### config.mk
export PLATFORM = sky130hd
export DESIGN_NAME = dial_cmd_sequencer_flat
export DESIGN_NICKNAME = d
export VERILOG_FILES = /design/src/rtl/dial_cmd_sequencer_if.sv /design/src/rtl/dial_cmd_sequencer.sv /design/src/flat_wrapper.sv
export SDC_FILE = /design/constraint.sdc
export NUM_CORES = 1
export LEC_CHECK = 0
export BUFFER_PORTS_ARGS = -buffer_cell sky130_fd_sc_hd__buf_2
export CAP_MARGIN = 20
export CORE_MARGIN = 4
export CORE_UTILIZATION = 25
export DETAILED_ROUTE_END_ITERATION = 10
export GPL_ROUTABILITY_DRIVEN = 0
export PLACE_DENSITY_LB_ADDON = 0.1
export SETUP_SLACK_MARGIN = 0.02
export SLEW_MARGIN = 20
export SYNTH_ARGS = -nofsm -noshare
export SYNTH_HDL_FRONTEND = slang
export SYNTH_SLANG_ARGS = --single-unit
export TNS_END_PERCENT = 1
### constraint.sdc
create_clock -name sys_clk -period 9.2 [get_ports sys_clk]
set_clock_uncertainty 0.05 [all_clocks]
set_input_delay 0.92 -clock sys_clk [delete_from_list [all_inputs] [get_ports sys_clk]]
set_output_delay 0.92 -clock sys_clk [all_outputs]
set_load 0.01 [all_outputs]
### src/rtl/dial_cmd_sequencer_if.sv
// Signal bundle between the dial command sequencer and its surroundings:
// the command beat stream, the rotation core, the result nibble stream and status.
interface dial_cmd_sequencer_if #(
    parameter int INPUT_WIDTH = 4
);
    logic [INPUT_WIDTH-1:0] in_data;
    logic                   in_dir_r;
    logic                   in_last;
    logic                   in_valid;
    logic                   in_ready;

    logic [31:0]            core_data;
    logic                   core_dir_r;
    logic                   core_step;
    logic                   core_clr;
    logic [31:0]            core_zero_count;

    logic [3:0]             out_data;
    logic                   out_valid;
    logic                   out_ready;
    logic                   out_last;

    logic [15:0]            cmd_count;
    logic                   err;

    // master: the sequencer itself; slave: the beat source, core and result sink
    modport master (
        input  in_data, in_dir_r, in_last, in_valid, core_zero_count, out_ready,
        output in_ready, core_data, core_dir_r, core_step, core_clr,
               out_data, out_valid, out_last, cmd_count, err
    );

    modport slave (
        output in_data, in_dir_r, in_last, in_valid, core_zero_count, out_ready,
        input  in_ready, core_data, core_dir_r, core_step, core_clr,
               out_data, out_valid, out_last, cmd_count, err
    );
endinterface

### src/rtl/dial_cmd_sequencer.sv
// Assembles beat-streamed rotation commands, steps the dial core once per command,
// and streams the frame's zero count out as eight nibbles before clearing the core.
//
// state     | meaning
// S_INIT    | core_clr pulse, frame counters cleared
// S_COLLECT | accepting command beats
// S_ISSUE   | core_step pulse for the assembled command
// S_WAIT    | core settle latency (CORE_LAT cycles)
// S_LOAD    | capture core_zero_count into the shift register
// S_SEND    | present result nibbles, MS first
module dial_cmd_sequencer #(
    parameter int INPUT_WIDTH = 4,
    parameter int CORE_LAT    = 1
) (
    input logic                  sys_clk,
    input logic                  rst,
    dial_cmd_sequencer_if.master bus
);
    localparam int BEATS = 32 / INPUT_WIDTH;
    localparam int BW    = (BEATS > 1) ? $clog2(BEATS) : 1;
    localparam logic [BW-1:0] LAST_BEAT = BW'(BEATS - 1);
    localparam logic [3:0]    WAIT_LOAD = 4'(CORE_LAT - 1);

    typedef enum logic [2:0] {
        S_INIT,
        S_COLLECT,
        S_ISSUE,
        S_WAIT,
        S_LOAD,
        S_SEND
    } state_t;

    state_t         state_q, state_d;
    logic [BW-1:0]  beat_q, beat_d;
    logic [31:0]    asm_q, asm_d;
    logic           dir_cap_q, dir_cap_d;
    logic           last_flag_q, last_flag_d;
    logic [3:0]     wait_q, wait_d;
    logic [2:0]     nib_q, nib_d;
    logic [31:0]    shreg_q, shreg_d;

    logic [31:0]    core_data_q, core_data_d;
    logic           core_dir_q, core_dir_d;
    logic           core_step_q, core_step_d;
    logic           core_clr_q, core_clr_d;
    logic           in_ready_q, in_ready_d;
    logic           out_valid_q, out_valid_d;
    logic [3:0]     out_data_q, out_data_d;
    logic           out_last_q, out_last_d;
    logic [15:0]    cmd_count_q, cmd_count_d;
    logic           err_q, err_d;

    logic           in_xfer;
    logic           out_xfer;

    assign in_xfer  = in_ready_q && bus.in_valid;
    assign out_xfer = out_valid_q && bus.out_ready;

    always_comb begin
        state_d     = state_q;
        beat_d      = beat_q;
        asm_d       = asm_q;
        dir_cap_d   = dir_cap_q;
        last_flag_d = last_flag_q;
        wait_d      = wait_q;
        nib_d       = nib_q;
        shreg_d     = shreg_q;
        core_data_d = core_data_q;
        core_dir_d  = core_dir_q;
        cmd_count_d = cmd_count_q;
        err_d       = err_q;

        case (state_q)
            S_INIT: begin
                beat_d      = '0;
                cmd_count_d = '0;
                // Stay one cycle with core_clr visible before accepting beats
                if (core_clr_q) begin
                    state_d = S_COLLECT;
                end
            end
            S_COLLECT: begin
                if (in_xfer) begin
                    asm_d  = {asm_q[31-INPUT_WIDTH:0], bus.in_data};
                    beat_d = beat_q + 1'b1;
                    if (beat_q == '0) begin
                        dir_cap_d = bus.in_dir_r;
                    end
                    if (beat_q == LAST_BEAT) begin
                        beat_d      = '0;
                        core_data_d = asm_d;
                        core_dir_d  = dir_cap_q;
                        last_flag_d = bus.in_last;
                        state_d     = S_ISSUE;
                    end else if (bus.in_last) begin
                        err_d = 1'b1;
                    end
                end
            end
            S_ISSUE: begin
                if (cmd_count_q != 16'hFFFF) begin
                    cmd_count_d = cmd_count_q + 16'd1;
                end
                wait_d  = WAIT_LOAD;
                state_d = S_WAIT;
            end
            S_WAIT: begin
                if (wait_q == 4'd0) begin
                    state_d = last_flag_q ? S_LOAD : S_COLLECT;
                end else begin
                    wait_d = wait_q - 4'd1;
                end
            end
            S_LOAD: begin
                shreg_d = bus.core_zero_count;
                nib_d   = '0;
                state_d = S_SEND;
            end
            S_SEND: begin
                if (out_xfer) begin
                    shreg_d = {shreg_q[27:0], 4'h0};
                    nib_d   = nib_q + 3'd1;
                    if (nib_q == 3'd7) begin
                        state_d = S_INIT;
                    end
                end
            end
            default: begin
                state_d = S_INIT;
            end
        endcase

        // Registered Moore-style outputs follow the state being entered
        core_clr_d  = (state_d == S_INIT);
        core_step_d = (state_d == S_ISSUE);
        in_ready_d  = (state_d == S_COLLECT);
        out_valid_d = (state_d == S_SEND);
        out_data_d  = (state_d == S_SEND) ? shreg_d[31:28] : 4'h0;
        out_last_d  = (state_d == S_SEND) && (nib_d == 3'd7);
    end

    always_ff @(posedge sys_clk or posedge rst) begin
        if (rst) begin
            state_q     <= S_INIT;
            beat_q      <= '0;
            asm_q       <= '0;
            dir_cap_q   <= 1'b0;
            last_flag_q <= 1'b0;
            wait_q      <= '0;
            nib_q       <= '0;
            shreg_q     <= '0;
            core_data_q <= '0;
            core_dir_q  <= 1'b0;
            core_step_q <= 1'b0;
            core_clr_q  <= 1'b0;
            in_ready_q  <= 1'b0;
            out_valid_q <= 1'b0;
            out_data_q  <= '0;
            out_last_q  <= 1'b0;
            cmd_count_q <= '0;
            err_q       <= 1'b0;
        end else begin
            state_q     <= state_d;
            beat_q      <= beat_d;
            asm_q       <= asm_d;
            dir_cap_q   <= dir_cap_d;
            last_flag_q <= last_flag_d;
            wait_q      <= wait_d;
            nib_q       <= nib_d;
            shreg_q     <= shreg_d;
            core_data_q <= core_data_d;
            core_dir_q  <= core_dir_d;
            core_step_q <= core_step_d;
            core_clr_q  <= core_clr_d;
            in_ready_q  <= in_ready_d;
            out_valid_q <= out_valid_d;
            out_data_q  <= out_data_d;
            out_last_q  <= out_last_d;
            cmd_count_q <= cmd_count_d;
            err_q       <= err_d;
        end
    end

    assign bus.in_ready   = in_ready_q;
    assign bus.core_data  = core_data_q;
    assign bus.core_dir_r = core_dir_q;
    assign bus.core_step  = core_step_q;
    assign bus.core_clr   = core_clr_q;
    assign bus.out_data   = out_data_q;
    assign bus.out_valid  = out_valid_q;
    assign bus.out_last   = out_last_q;
    assign bus.cmd_count  = cmd_count_q;
    assign bus.err        = err_q;
endmodule

### src/flat_wrapper.sv
// flat-port wrapper written by rule: the top's interface ports become plain ports
module dial_cmd_sequencer_flat 
#(
    parameter int INPUT_WIDTH = 4,
    parameter int CORE_LAT    = 1
)
  (sys_clk, rst, bus_in_data, bus_in_dir_r, bus_in_last, bus_in_valid, bus_core_zero_count, bus_out_ready, bus_in_ready, bus_core_data, bus_core_dir_r, bus_core_step, bus_core_clr, bus_out_data, bus_out_valid, bus_out_last, bus_cmd_count, bus_err);
  dial_cmd_sequencer_if #(.INPUT_WIDTH(INPUT_WIDTH)) bus_i ();
  input logic sys_clk;
  input logic rst;
  input wire logic [$bits(bus_i.in_data)-1:0] bus_in_data;
  input wire logic [$bits(bus_i.in_dir_r)-1:0] bus_in_dir_r;
  input wire logic [$bits(bus_i.in_last)-1:0] bus_in_last;
  input wire logic [$bits(bus_i.in_valid)-1:0] bus_in_valid;
  input wire logic [$bits(bus_i.core_zero_count)-1:0] bus_core_zero_count;
  input wire logic [$bits(bus_i.out_ready)-1:0] bus_out_ready;
  output wire logic [$bits(bus_i.in_ready)-1:0] bus_in_ready;
  output wire logic [$bits(bus_i.core_data)-1:0] bus_core_data;
  output wire logic [$bits(bus_i.core_dir_r)-1:0] bus_core_dir_r;
  output wire logic [$bits(bus_i.core_step)-1:0] bus_core_step;
  output wire logic [$bits(bus_i.core_clr)-1:0] bus_core_clr;
  output wire logic [$bits(bus_i.out_data)-1:0] bus_out_data;
  output wire logic [$bits(bus_i.out_valid)-1:0] bus_out_valid;
  output wire logic [$bits(bus_i.out_last)-1:0] bus_out_last;
  output wire logic [$bits(bus_i.cmd_count)-1:0] bus_cmd_count;
  output wire logic [$bits(bus_i.err)-1:0] bus_err;
  assign bus_i.in_data = bus_in_data;
  assign bus_i.in_dir_r = bus_in_dir_r;
  assign bus_i.in_last = bus_in_last;
  assign bus_i.in_valid = bus_in_valid;
  assign bus_i.core_zero_count = bus_core_zero_count;
  assign bus_i.out_ready = bus_out_ready;
  assign bus_in_ready = bus_i.in_ready;
  assign bus_core_data = bus_i.core_data;
  assign bus_core_dir_r = bus_i.core_dir_r;
  assign bus_core_step = bus_i.core_step;
  assign bus_core_clr = bus_i.core_clr;
  assign bus_out_data = bus_i.out_data;
  assign bus_out_valid = bus_i.out_valid;
  assign bus_out_last = bus_i.out_last;
  assign bus_cmd_count = bus_i.cmd_count;
  assign bus_err = bus_i.err;
  dial_cmd_sequencer #(.INPUT_WIDTH(INPUT_WIDTH), .CORE_LAT(CORE_LAT)) u_core (.sys_clk(sys_clk), .rst(rst), .bus(bus_i));
endmodule
Word level (Yosys, flattened, before mapping):

Index checks and enable logic that the tools add are counted.

* bitwise operators: 1
* reductions and logical operators: 19
* muxes and demuxes: 20
* add/sub/neg operators: 4
* eq/ne operators: 16

Operator list (count)
* 32-bit one-hot mux with 2 select lines: 1
* 32-bit two-way mux: 1
* 16-bit one-hot mux with 2 select lines: 1
* 3-bit two-way mux: 10
* 3-bit equality test (second input constant): 6
* 3-bit one-hot mux with 6 select lines: 1
* 16-bit by 1-bit adder with 16-bit output (second input constant): 1
* 16-bit two-way mux: 1
* 16-bit != test (second input constant): 1
* 3-bit one-hot mux with 2 select lines: 2
* 2-bit AND reduction: 5
* 3-bit by 2-bit equality test with 1-bit output (second input constant): 3
* 3-bit logical NOT: 3
* 4-bit two-way mux: 2
* 4-bit one-hot mux with 2 select lines: 1
* 2-bit nonzero test: 4
* 3-bit by 1-bit adder with 3-bit output (second input constant): 2
* 3-bit by 1-bit equality test with 1-bit output (second input constant): 2
* 2-bit by 1-bit != test with 1-bit output (second input constant): 3
* 3-bit AND reduction: 2
* 4-bit logical NOT: 1
* 4-bit AND reduction: 1
* 4-bit by 1-bit subtractor with 4-bit output (second input constant): 1
* 1-bit logical AND: 3
* 2 further kinds: 2

* output and inout bits: 59
* bits of input ports: 42
* register bits: 134

Longest topological paths before layout:

* depth after elaboration: 6
* mapped depth: 8
* depth with buffers taken out: 6

Worst setup path after synthesis:

OpenSTA, ideal clock, no wires.

* path kind: input to register
* start point: input bus_out_ready
* end point: register u_core.shreg_q[10]
* stages: 7
* data required time: 9.026 ns
* setup slack: 7.116 ns
* buffers on the path: 3
* arrival time: 1.910 ns
* setup time: 0.124 ns
* cell sequence: and2_1 and3_1 buf_2 buf_2 buf_2 a22oi_1 nand2_1

* word-level cells in the longest chain between the ends: 3

RTL lines
* from (decl): RTL line flat_wrapper.sv:16 `input wire logic [$bits(bus_i.out_ready)-1:0] bus_out_ready;`
* 1-bit logical AND: RTL line dial_cmd_sequencer.sv:57 `assign out_xfer = out_valid_q && bus.out_ready;`
* 2-bit by 1-bit != test with 1-bit output (no line)
* 2-bit AND reduction (no line)
* to (signal assigned): RTL line dial_cmd_sequencer.sv:170 `shreg_q <= shreg_d;`
* to (decl): RTL line dial_cmd_sequencer.sv:40 `logic [31:0] shreg_q, shreg_d;`

No other way between the ends.
A chain may end at the register's enable or synchronous reset.

Final worst setup path:

* start point: register u_core.state_q[0]
* end point: register u_core.core_data_q[25], in the netlist u_core.bus.core_data[25]

* word-level cells in the longest chain between the ends: 2

RTL lines
* from (decl): RTL line dial_cmd_sequencer.sv:33 `state_t state_q, state_d;`
* from (signal assigned): RTL line dial_cmd_sequencer.sv:163 `state_q <= state_d;`
* 3-bit by 1-bit equality test with 1-bit output: RTL line dial_cmd_sequencer.sv:73 `case (state_q)`
* 3-bit AND reduction (no line)
* to (signal assigned): RTL line dial_cmd_sequencer.sv:171 `core_data_q <= core_data_d;`
* to (decl): RTL line dial_cmd_sequencer.sv:42 `logic [31:0] core_data_q, core_data_d;`

No other way between the ends.

==> results_dict.tcl <==
set metrics [dict create \
    diodes 0 \
    pre_cts_ws_ps 5866 \
    irDropWorstVdd_uv 109.5 \
    hold_ws_ps 427.5 \
    root_buffer_master "clkbuf_16" \
    drcViolationCount 0 \
    maximum_number_of_pins_on_one_net_before_global_route_repair 78 \
    synth_simple_gate_area_share_pct 14.23 \
    synth_area_leader_cell "dfrtp_1" \
    clock_edge_transition_at_the_registers_on_the_reported_setup_and_hold_paths_ps 70 \
    tritoncts_num_sinks 134 \
    synth_mux_area_share_pct 13.82 \
    setup_repair_after_global_routing_missed_its_margin "no" \
    avgSynthCellArea_um2 12.09 \
    power_per_cell_area_nw_per_um2 264.2 \
    synth-edff-count 0 \
    avgRoutedWirePerCell_um 15.51 \
    internal_power_mw 1.296 \
    post_synth_instance_area_um2 5742 \
    drtIter0Drc 194 \
    viasPerCell 4.561 \
    r2r-start "u_core.state_q[0]" \
    tritoncts_clock_tree "done" \
    gr-usage-met3_pct 3.961 \
    yosys_register_bits 134 \
    finalCritPeriodShare_pct 34.32 \
    cap_violations 0 \
    cp_slowest_stage_delay_ps 750 \
    worst_reg2reg_path_length_in_cells 4 \
    slew_violations 0 \
    routed_wirelength_um 13490 \
    grt_pass1_vias 4207 \
    port-buffer-count 100 \
    power_frac_seq_pct 45.8 \
    startpoint "u_core.state_q[0]" \
    ios 101 \
    largest_delay_share_family_worst_path "simple AND/OR/NAND/NOR gates" \
    min_period_ps 3157 \
    cts_stage_hold_buffer_count 0 \
    starting_density_of_the_core_pct 25.36 \
    busiest_layer_in_global_routing "met2" \
    max-clock-path-buffers 2 \
    worstHoldPathType "flop to flop" \
    timing.final.setup_violations 0 \
    hold_violations 0 \
    synth_top_family_by_area "simple AND/OR/NAND/NOR gates" \
    required_ps 9450 \
    p_leak_nw 3.505 \
    area.sequential_um2 3353 \
    final_nets 622 \
    synth_flop_cell "dfrtp_1" \
    grt_pass1_wl_um 22450 \
    synth.distinct_cells 49 \
    area_delta_synth_final_pct 23.60 \
    critical_path.cell_chain "nor3b_1 -> and3_2 -> nand2_2 -> mux2_1" \
    postLayoutSetupSlackWorst_ps 6043 \
    met2_track_demand_over_resource_in_global_routing_pct 17.47 \
    synth_nets 525 \
    cp_max_fo 38 \
    worst-r2r-setup-slack_ps 6040 \
    cp-end-kind "flop" \
    share_of_synthesized_registers_carrying_an_async_set_or_reset_pct 100.0 \
    die_h_um 159.6 \
    achievable_frequency_ghz 0.3167 \
    post_layout_nonfiller_instances 870 \
    post-place-cells 838 \
    core_um2 22640 \
    routed-via-count 3968 \
    final_core_util_pct 31.35 \
    synthTopCellsByArea "dfrtp_1, mux2_2, nand2_1" \
    track_usage_pct 11.03 \
    netlist.area_leader.share_pct 58.40 \
    critical_path.slowest_cell "and3_2" \
    clk_pwr_share_pct 35.4 \
    synth-adder-area-share_pct 1.743 \
    cts-buffers-inserted 17 \
    compound_gate_portion_of_the_synthesized_area_pct 8.673 \
    setup_tns_ps 0 \
    yosys_warnings 0 \
    insertion_delay_ps 420 \
    synth_sequential_area_ratio_pct 58.40 \
    cts_htree_levels 4 \
    status "finished, final reports clean" \
    antenna_found_initial 0 \
    timing.critical_path.arrival_ps 3410 \
    die_area_um2 25460 \
    share_comb_of_total_power_pct 18.8 \
    p_switching_mw 0.5788 \
    grt_total_ovfl 0 \
    critical_path.startpoint_type "flop" \
    post-cts-setup-buffers 0 \
    p_sw_share_pct 30.87 \
    path_class "flop to flop" \
    cp.depth 4 \
    drt.antenna.violating_nets 0 \
    place.detailed.hpwl_um 8842 \
    endpoint "u_core.bus.core_data[25]" \
    multi_input_area_um2 2225 \
    die_width_um 159.6 \
    globalRouteMet1Util_pct 13.99 \
    critical_path_buf_inv_count 0 \
    dr.pass1.iters 4 \
    post_route_cells_drive_above_1_share_pct 33.33 \
    yosys.area_share.xor_xnor_pct 0 \
    post_cts_resize_count 0 \
    max_slew_margin_pct 38.67 \
    max_slew.worst_pin.slew_ps 916.6 \
    site_rows 55 \
    cell_count_after_synthesis 475 \
    layout.filler_cells 2332 \
    worst_r2r_endpoint "u_core.bus.core_data[25]" \
]
tightest hold or removal path: cells and delay by family, from the launching register on:
| family | cells | cell delay [ps] |
|---|---|---|
| and+or+nand+nor | 2 | 100 |
| DFF | 1 | 350 |
layer usage:
metal / up-vias / wire [um] / share of wire [%]
met2: 78 / 6487 / 48
met5: - / 0 / 0
met4: 0 / 195 / 1.4
met3: 13 / 675 / 5.0
met1: 1973 / 6133 / 45
li1: 1904 / - / -
cells by family after synthesis:
family	Yosys count
buffers and inverters	37
and+or+nand+nor	154
adders and majority gates	8
AOI/OAI and AO/OA	71
muxes	71
DFF	134
power groups by stage:
stage | combinational, mW | clock (mW) | sequential [mW]
5_1_grt | 0.400 | 0.711 | 0.883
3_3_place_gp | 0.356 | 0 | 0.871
4_1_cts | 0.362 | 0.689 | 0.862
3_5_place_dp | 0.361 | 0 | 0.872
2_1_floorplan | 0.232 | 0 | 0.856
6_report | 0.352 | 0.664 | 0.858
sequential cells by signal, indices dropped and copies added, names as in the netlist, 3 cells and up:
signal	flops
u_core.wait_q	4
u_core.beat_q	3
u_core.shreg_q	32
u_core.bus.cmd_count	16
u_core.asm_q	28
u_core.nib_q	3
u_core.state_q	3
u_core.bus.core_data	32
u_core.bus.out_data	4
synthesized netlist by cell type (3+ instances only):
| cell | number |
|---|---|
| dfrtp_1 | 134 |
| nand2_1 | 80 |
| mux2_2 | 50 |
| a22oi_1 | 24 |
| mux2_1 | 16 |
| buf_2 | 14 |
| inv_1 | 11 |
| o21ai_0 | 11 |
| a21oi_1 | 9 |
| and2_1 | 9 |
| nand3_1 | 9 |
| ha_1 | 8 |
| or4_1 | 8 |
| clkbuf_1 | 7 |
| nor3_1 | 7 |
| o31ai_1 | 7 |
| nand4_1 | 6 |
| mux2i_1 | 5 |
| nand2b_1 | 5 |
| nor2b_1 | 5 |
| a221o_1 | 4 |
| a31oi_1 | 3 |
| and3_1 | 3 |
| and4_1 | 3 |
| nor2_1 | 3 |
| nor3b_1 | 3 |
placed cells by master (no fill, tap or decap), types with 3 or more instances in the layout:
cell       synthesis  final
mux2_2            50     50
and2_1             9      9
inv_8              0      5
ha_1               8      8
nor3b_1            3      3
a22oi_1           24     24
mux2_1            16     16
nor2_1             3      3
or4_1              8      8
inv_1             11     10
nand2_1           80     79
inv_6              0      4
nor3_1             7      7
o21ai_0           11     11
nor2b_1            5      5
dfrtp_1          134    134
nand2b_1           5      5
a221o_1            4      4
clkbuf_16          0     17
and4_1             3      3
o31ai_1            7      7
mux2i_1            5      5
nand3_1            9      9
buf_4              2      3
a21oi_1            9      9
nand4_1            6      6
buf_2             14    100
clkinv_4           0      3
cell type report:
class                   count  area share (%)
inverters                  11          0.6523
clock inverters            15           2.204
flip-flops and latches    134           47.25
multi-input cells         304           31.35
repair buffers            104           7.528
clock buffers              17           5.994
well taps                 285           5.025
stage by stage:
stage / cell area (um2) / power, mW
floorplan: 5742 / 1.088
global placement: 6511 / 1.227
detailed placement: 6511 / 1.232
CTS: 7093 / 1.913
global route: 7097 / 1.994
finish: 7097 / 1.875
worst min-delay path by stage:
| stage | cells past startpoint | start | to | slack, ps |
|---|---|---|---|---|
| 2_1_floorplan | 2 | u_core.shreg_q[10] | u_core.shreg_q[10] | 400 |
| 3_3_place_gp | 2 | u_core.shreg_q[22] | u_core.shreg_q[22] | 410 |
| 3_5_place_dp | 2 | u_core.shreg_q[18] | u_core.shreg_q[18] | 410 |
| 4_1_cts | 2 | u_core.shreg_q[18] | u_core.shreg_q[18] | 430 |
| 5_1_grt | 2 | u_core.shreg_q[5] | u_core.shreg_q[5] | 450 |
| 6_report | 2 | u_core.shreg_q[8] | u_core.shreg_q[8] | 430 |
No activity file was read; power rests on OpenSTA's default activity.
